==> src/rtl/dino_motion_ctrl.sv <==
// Player dino per-frame controller: run/jump/duck/dead sequencing, jump trajectory
// and sprite image selection, all updated only at vertical blank.
module dino_motion_ctrl #(
  parameter int unsigned GROUND_Y    = 200,
  parameter int unsigned JUMP_V0     = 12,
  parameter int unsigned GRAVITY     = 1,
  parameter int unsigned ANIM_PERIOD = 6,
  parameter int unsigned Y_W         = 10
) (
  input  logic           clk,
  input  logic           reset,
  input  logic           frame_tick,
  input  logic           jump_btn,
  input  logic           duck_btn,
  input  logic           collide,
  input  logic           restart,
  output logic [Y_W-1:0] dino_y,
  output logic [2:0]     sprite_sel,
  output logic [2:0]     state,
  output logic           dead
);

  localparam int unsigned SW = Y_W + 1;
  localparam int unsigned AW = (ANIM_PERIOD > 1) ? $clog2(ANIM_PERIOD) : 1;

  typedef enum logic [2:0] {
    ST_IDLE = 3'd0,
    ST_RUN  = 3'd1,
    ST_JUMP = 3'd2,
    ST_DUCK = 3'd3,
    ST_DEAD = 3'd4
  } state_t;

  state_t            cur_st, nxt_st;
  logic signed [7:0] vel, vel_d;
  logic [AW-1:0]     anim_cnt, anim_d;
  logic              phase, phase_d;
  logic              col_pend, col_pend_d;
  logic              rst_pend, rst_pend_d;
  logic [Y_W-1:0]    y_d;
  logic [2:0]        sprite_d;
  logic              dead_d;
  logic              collide_ev, restart_ev;
  logic signed [SW-1:0] y_ext, vel_ext, y_calc;

  // Pulses arriving mid-frame are remembered until the next tick consumes them
  assign collide_ev = collide | col_pend;
  assign restart_ev = restart | rst_pend;

  assign y_ext   = $signed({1'b0, dino_y});
  assign vel_ext = {{(SW-8){vel[7]}}, vel};
  assign y_calc  = y_ext - vel_ext;
  assign state   = cur_st;

  always_ff @(posedge clk) begin
    if (reset) begin
      cur_st     <= ST_IDLE;
      dino_y     <= Y_W'(GROUND_Y);
      vel        <= '0;
      anim_cnt   <= '0;
      phase      <= 1'b0;
      col_pend   <= 1'b0;
      rst_pend   <= 1'b0;
      sprite_sel <= 3'd0;
      dead       <= 1'b0;
    end else begin
      cur_st     <= nxt_st;
      dino_y     <= y_d;
      vel        <= vel_d;
      anim_cnt   <= anim_d;
      phase      <= phase_d;
      col_pend   <= col_pend_d;
      rst_pend   <= rst_pend_d;
      sprite_sel <= sprite_d;
      dead       <= dead_d;
    end
  end

  always_comb begin
    nxt_st     = cur_st;
    y_d        = dino_y;
    vel_d      = vel;
    anim_d     = anim_cnt;
    phase_d    = phase;
    col_pend_d = col_pend | collide;
    rst_pend_d = rst_pend | restart;
    sprite_d   = 3'd0;
    dead_d     = 1'b0;

    if (frame_tick) begin
      col_pend_d = 1'b0;
      rst_pend_d = 1'b0;
      if (restart_ev) begin
        nxt_st  = ST_IDLE;
        y_d     = Y_W'(GROUND_Y);
        vel_d   = '0;
        anim_d  = '0;
        phase_d = 1'b0;
      end else begin
        case (cur_st)
          ST_IDLE: begin
            if (jump_btn) begin
              nxt_st  = ST_RUN;
              anim_d  = '0;
              phase_d = 1'b0;
            end
          end
          ST_RUN: begin
            if (collide_ev) begin
              nxt_st = ST_DEAD;
            end else if (jump_btn) begin
              nxt_st = ST_JUMP;
              vel_d  = 8'(JUMP_V0);
            end else if (duck_btn) begin
              nxt_st = ST_DUCK;
            end else if (anim_cnt == AW'(ANIM_PERIOD - 1)) begin
              anim_d  = '0;
              phase_d = ~phase;
            end else begin
              anim_d = anim_cnt + AW'(1);
            end
          end
          ST_JUMP: begin
            // Position moves by the current velocity, then gravity slows it
            if (collide_ev) begin
              nxt_st = ST_DEAD;
            end else if (y_calc[SW-1]) begin
              y_d   = '0;
              vel_d = vel - 8'(GRAVITY);
            end else if (y_calc >= $signed(SW'(GROUND_Y))) begin
              y_d    = Y_W'(GROUND_Y);
              vel_d  = '0;
              nxt_st = duck_btn ? ST_DUCK : ST_RUN;
            end else begin
              y_d   = y_calc[Y_W-1:0];
              vel_d = vel - 8'(GRAVITY);
            end
          end
          ST_DUCK: begin
            if (collide_ev) begin
              nxt_st = ST_DEAD;
            end else if (jump_btn) begin
              nxt_st = ST_JUMP;
              vel_d  = 8'(JUMP_V0);
            end else if (!duck_btn) begin
              nxt_st = ST_RUN;
            end
          end
          ST_DEAD: begin
            nxt_st = ST_DEAD;
          end
          default: nxt_st = ST_IDLE;
        endcase
      end
    end

    case (nxt_st)
      ST_RUN:  sprite_d = phase_d ? 3'd2 : 3'd1;
      ST_JUMP: sprite_d = 3'd3;
      ST_DUCK: sprite_d = 3'd4;
      default: sprite_d = 3'd0;
    endcase
    dead_d = (nxt_st == ST_DEAD);
  end

endmodule

==> config.mk <==
export PLATFORM = sky130hd
export DESIGN_NAME = dino_motion_ctrl
export DESIGN_NICKNAME = d
export VERILOG_FILES = /design/src/rtl/dino_motion_ctrl.sv
export SDC_FILE = /design/constraint.sdc
export NUM_CORES = 1
export LEC_CHECK = 0
export BUFFER_PORTS_ARGS = -buffer_cell sky130_fd_sc_hd__buf_4
export CAP_MARGIN = 15
export CORE_MARGIN = 3
export CORE_UTILIZATION = 34
export DETAILED_ROUTE_END_ITERATION = 7
export GPL_TIMING_DRIVEN = 0
export SYNTH_ARGS = -nofsm -noshare
export SYNTH_HDL_FRONTEND = slang
export SYNTH_SLANG_ARGS = --single-unit
==> constraint.sdc <==
create_clock -name clk -period 2.5 [get_ports clk]
set_input_delay 0.125 -clock clk [delete_from_list [all_inputs] [get_ports clk]]
set_output_delay 0.125 -clock clk [all_outputs]
set_load 0.005 [all_outputs]
=== Yosys cells after proc, flatten, opt, wreduce, memory -nomap -nowiden ===
Cells that the tools add are included.

* $add $sub $neg: 3
* Magnitude comparators: 1
* Equal/unequal tests: 17
* Muxes and demuxes: 43
* Bitwise gates (word level): 3
* Reductions and logical operators: 9

{| class="wikitable"
|+ Operator list
! operator !! count
|-
| $mux W3 || 18
|-
| $mux W10 || 5
|-
| $mux W8 || 6
|-
| $pmux W8 S2 || 1
|-
| $ne A3 B3 Y1 const B || 5
|-
| $pmux W3 S5 || 1
|-
| $eq A3 B2 Y1 const B || 4
|-
| $ge A11 B9 Y1 const B || 1
|-
| $sub A11 B8 Y11 || 1
|-
| $eq A3 B3 Y1 const B || 3
|-
| $pmux W3 S3 || 1
|-
| $sub A8 B1 Y8 const B || 1
|-
| $mux W1 || 7
|-
| $eq A3 B1 Y1 const B || 2
|-
| $pmux W3 S2 || 1
|-
| $reduce_and A6 Y1 || 1
|-
| $reduce_bool A3 Y1 || 2
|-
| $reduce_and A5 Y1 || 1
|-
| $mux W2 || 2
|-
| $reduce_or A2 Y1 || 2
|-
| $add A3 B1 Y3 const B || 1
|-
| $logic_not A3 Y1 || 1
|-
| $ne A3 B1 Y1 const B || 1
|-
| $ne A3 B2 Y1 const B || 1
|-
| other kinds (6) || 7
|}

* Register bits: 31
* Input bits: 7
* Output and inout bits: 17
* Word-level logic and storage cells: 85

=== Logic depth before layout (Yosys ltp) ===
* Depth in word-level cells: 10
* Gate-level depth with buffers: 13
* Depth with buffers taken out: 12

=== Least setup slack after synthesis ===
Ideal clock, no wire load.

* Kind: reg-to-reg
* Start point: register vel[3]
* End point: register dino_y[3]
* Setup time: 120 ps
* Arrival: 2567 ps
* Required time: 2380 ps
* Setup slack: -186 ps
* Cell stages (with the launch flop): 13
* Period minus slack after synthesis: 2686 ps
* Path through: dfxtp_1 -> inv_1 -> ha_1 -> buf_6 -> a21o_1 -> a21o_1 -> nor3_1 -> o211ai_1 -> a311oi_4 -> o21a_2 -> buf_6 -> a21oi_1 -> a211o_1

* Cells in the longest elaborated chain, start to end: 7

{| class="wikitable"
|+ RTL lines
! element !! RTL line !! RTL
|-
| start, declared || 35 || <nowiki>logic signed [7:0] vel, vel_d;</nowiki>
|-
| start signal, assigned || 69 || <nowiki>vel <= vel_d;</nowiki>
|-
| $sub A11 B8 Y11 (*) || 52 || <nowiki>assign y_calc = y_ext - vel_ext;</nowiki>
|-
| $ge A11 B9 Y1 || 130 || <nowiki>end else if (y_calc >= $signed(SW'(GROUND_Y))) begin</nowiki>
|-
| $mux W10 || 130 ||
|-
| $mux W10 (*) || 127 || <nowiki>end else if (y_calc[SW-1]) begin</nowiki>
|-
| $mux W10 (*) || 125 || <nowiki>if (collide_ev) begin</nowiki>
|-
| $mux W10 (*) || 100 || <nowiki>case (cur_st)</nowiki>
|-
| $mux W10 (*) || 93 || <nowiki>if (restart_ev) begin</nowiki>
|-
| end signal, assigned || 58 || <nowiki>dino_y <= Y_W'(GROUND_Y);</nowiki>
|-
| end signal, assigned || 68 || <nowiki>dino_y <= y_d;</nowiki>
|-
| end, declared || 17 || <nowiki>output logic [Y_W-1:0] dino_y,</nowiki>
|}

Mark *: on every way between the ends. The rest lies on a longest branch, timed or not. The select of a mux whose other input is x is not followed.
A chain may end at the register's enable or synchronous reset.

=== Worst setup path after layout ===
* Start point: register dino_y[0]
* End point: register dino_y[3]

* Cells in the longest elaborated chain, start to end: 7

{| class="wikitable"
|+ RTL lines
! element !! RTL line
|-
| $sub A11 B8 Y11 (*) || 52
|-
| $ge A11 B9 Y1 || 130
|-
| $mux W10 || 130
|-
| $mux W10 (*) || 127
|-
| $mux W10 (*) || 125
|-
| $mux W10 (*) || 100
|-
| $mux W10 (*) || 93
|}

Marks and branches as above.

==> results by group <==
Run status
  – Status: complete, but fails checks
  – Violated checks: setup timing

Setup path
  – CP dominant cell by count: inv_2
  – Worst Path Required: between 2 and 3 ns
  – Critical path arrival: between 2 and 3 ns
  – Worst-case reg-to-reg path depth: 12
  – R2r endpoint: dino_y[3]$_SDFFE_PP1P_
  – CP endpoint: dino_y[3]$_SDFFE_PP1P_
  – Beginning of the critical path: dino_y[0]$_SDFFE_PP0P_
  – R2r startpoint: dino_y[0]$_SDFFE_PP0P_
  – Crit Path Max Fanout: 6
  – Startpoint Class: flip-flop
  – Flop-to-flop setup slack: -0.27 ns
  – CP Capture Type: flip-flop
  – CP max stage delay: between 0.4 and 0.5 ns
  – CP max stage cell: a311oi_4
  – Worst-path cell chain: inv_2 > ha_4 > inv_2 > fa_2 > a31oi_4 > xor2_2 > o211ai_1 > a311oi_4 > o21a_2 > buf_6 > a21oi_1 > a211o_1
  – Crit path kind: reg -> reg

Yosys
  – Synth top area share: between 20% and 30%
  – Sequential cell area fraction in the yosys report: 29.2%
  – Netlist cell types: 58
  – Commonest cells post-synth: dfxtp_1 (31), nor2_1 (29), a21oi_1 (18), nand2_1 (15), o21ai_0 (13)
  – Mapped Avg Cell Area: ~8 µm²
  – Syn nets: approximately 280
  – Number of synthesized flops with an enable pin: 0
  – Ys flop type: dfxtp_1
  – Largest cells by area after synthesis: dfxtp_1 (29%), ha_1 (6.5%), nor2_1 (5.1%), a21oi_1 (4.2%), o21ai_0 (3.1%)
  – Most common cell in the netlist: dfxtp_1
  – Synthesized area: roughly 2100 µm²
  – Seq cells post-synth: 31
  – Largest area contributor in the netlist: dfxtp_1
  – Syn Inst Count: around 260
  – Post-synthesis async set-or-reset flop share: 0%
  – Synth warn: 0

Flow run
  – Max-cap violations: 0

Place
  – # port buffers: 23
  – GPL Wtd Cong: between 0.7 and 0.8
  – DP HPWL: roughly 3800 µm
  – Placed insts: 357

Route
  – Initial DRC count: ~120
  – Post-DRT Antenna Nets: 0
  – Post-route DRC: 0
  – WL final: 5740 µm
  – Vias: 2134
  – Wire length on met3: ~140 µm
  – Via density: roughly 5.4
  – WL met2: roughly 2700 µm
  – DRT Pass-1 Iters: 4
  – WL per Instance: between 10 and 15 µm
  – DR top layer: met4
  – Wl on met1: 2760 µm

Floorplan
  – Die area: 7230 µm²
  – Die W: about 85 µm
  – Rows: 28
  – Core Region: between 5000 and 6000 µm²
  – Starting Density: between 30% and 40%
  – Die Y: approximately 85 µm
  – I/O pin count: 24

STA
  – Period utilization: 111%
  – Final hold vios: 0
  – Setup violators final: 20
  – Final worst setup slack: -0.273 ns
  – Worst slew pin tran: about 0.60 ns
  – Max Clk Rate: around 360 MHz
  – Skew final: approximately 0.0057 ns
  – Final slew viol count: 0
  – Crit path time final: 2.77 ns
  – RSZ-0062 raised after global routing: yes
  – Max_slew headroom: about three fifths

GRT
  – Total Routing Usage GR: about 16%
  – Number of global-route vias before repair: a little under 2000
  – Total congestion overflow: 0
  – Initial antenna violation count: 0
  – Largest net degree at the start of global routing: 11
  – First-pass GRT wire length: 9220 µm

Finish
  – Layout net count: 340
  – Fill cells: 547
  – Share of layout cells above drive strength 1: between 30 and 40%
  – Core Util, Final: between 40% and 50%
  – P&R area growth vs syn: 40.1%
  – # diodes: 0
  – Post-Layout Cell Count: a little under 400

Clock network
  – Htree depth: 2
  – TritonCTS buffer count: 5
  – Max Root-Sink Buffers: 2
  – Clock Latency Late Sink: 0.28 ns
  – CTS tree: built
  – Worst-path clk slew: around 0.070 ns
  – CTS Sinks: 31
  – Clock root cell: clkbuf_8

Power
  – Leakage: between 1 and 1.5 nW
  – Peak VDD IR: 0.000287 V
  – PwrDens: around 700 nW/µm²
  – Power, Total: between 2 and 2.5 mW

Min path
  – Hold Path Class: in -> reg
==> worst max-delay path, delay by kind of cell, from the launching register on <==
kind | cells | cell delay, ns
flops | 1 | 0.32
buf+inv | 3 | 0.22
fa+ha+maj | 2 | 0.52
compound gates | 6 | 1.38
xor+xnor | 1 | 0.20
==> sequential cells by signal, indices dropped and copies added (netlist names) <==
signal,cells
sprite_sel,3
state,3
rst_pend,1
anim_cnt,3
dino_y,10
vel,8
phase,1
dead,1
col_pend,1
==> power by group <==
| part | switching, mW | internal [mW] | leakage (nW) |
|---|---|---|---|
| Clock | 0.181 | 0.216 | 0.0470 |
| Sequential | 0.0272 | 0.527 | 0.256 |
| Combinational | 0.571 | 0.583 | 0.836 |
==> what timing repair did <==
action	in CTS	in global routing
setup buffers	29	6
cloned	1	0
hold buffers	0	0
endpoints found under the setup margin	22	26
resized for setup	29	17
pin swaps	24	12
==> metal layers <==
metal  vias to the layer above  global-route usage, %
met3                        13                   3.40
met2                        33                   24.6
met1                      1016                   21.0
li1                       1072                      -
met4                         0                   5.32
met5                         -                      0
==> how the worst min path moves through the flow <==
stage | start | endpoint | slack [ns] | cells after the start
5_1_grt | reset | sprite_sel[1]$_SDFF_PP0_ | 0.20 | 3
2_1_floorplan | duck_btn | state[1]$_SDFF_PP0_ | 0.30 | 2
6_report | reset | sprite_sel[1]$_SDFF_PP0_ | 0.19 | 3
3_5_place_dp | vel[1]$_SDFFE_PP0P_ | vel[1]$_SDFFE_PP0P_ | 0.46 | 2
3_3_place_gp | vel[1]$_SDFFE_PP0P_ | vel[1]$_SDFFE_PP0P_ | 0.44 | 2
4_1_cts | reset | sprite_sel[1]$_SDFF_PP0_ | 0.19 | 3
==> through the flow <==
stage	hold WS (ns)	setup TNS [ns]	cell area, µm²	setup slack, ns
after floorplan	0.299	-0.283	2200	-0.106
after global placement	0.440	-4.94	2460	-0.404
after detailed placement	0.458	-4.34	2460	-0.362
after CTS	0.192	-1.37	2870	-0.205
after global routing	0.203	-4.33	2970	-0.371
final	0.189	-2.34	2970	-0.273
==> layout make-up <==
class	count	area [µm²]	share of cell area, %
multi-input cells	202	1600	53.7
inverters	12	47.5	1.60
plain buffers	11	56.3	1.89
repair buffers	58	454	15.3
flip-flops and latches	31	636	21.4
well taps	75	93.8	3.16
clock buffers	6	82.6	2.78
clock inverters	1	5.00	0.168
==> cell families (layout without fill, tap and decap cells) <==
kind of cell | count (synthesis) | in the layout | share of synthesized area (%)
adder cells (fa/ha/maj) | 12 | 12 | 7.43
XOR/XNOR | 8 | 8 | 3.66
multiplexers | 4 | 4 | 1.95
buffers and inverters | 26 | 88 | 5.42
AND/OR/NAND/NOR | 100 | 100 | 25.0
AO/OA/AOI/OAI | 78 | 78 | 27.3
flip-flops | 31 | 31 | 29.2
==> cell usage in the layout, fill, tap and decap left out, drive strengths merged, types with 2 or more instances in the layout <==
cell	instances
nor4	2
and3	2
dfxtp	31
inv	12
nor3b	2
clkbuf	15
a211o	3
nor3	9
nand3	9
o21bai	2
mux2i	3
a211oi	4
and3b	2
a22oi	6
nand3b	4
nor4b	2
o211ai	8
nor2b	3
o31ai	3
nand4	2
xnor2	5
buf	60
xor2	3
a31oi	3
nor4bb	2
and2	2
o21ai	14
a21o	5
a21oi	19
nand2	15
nor2	29
nand2b	7
ha	11
or2	3
Note: power is estimated with default switching activity, not from simulation.
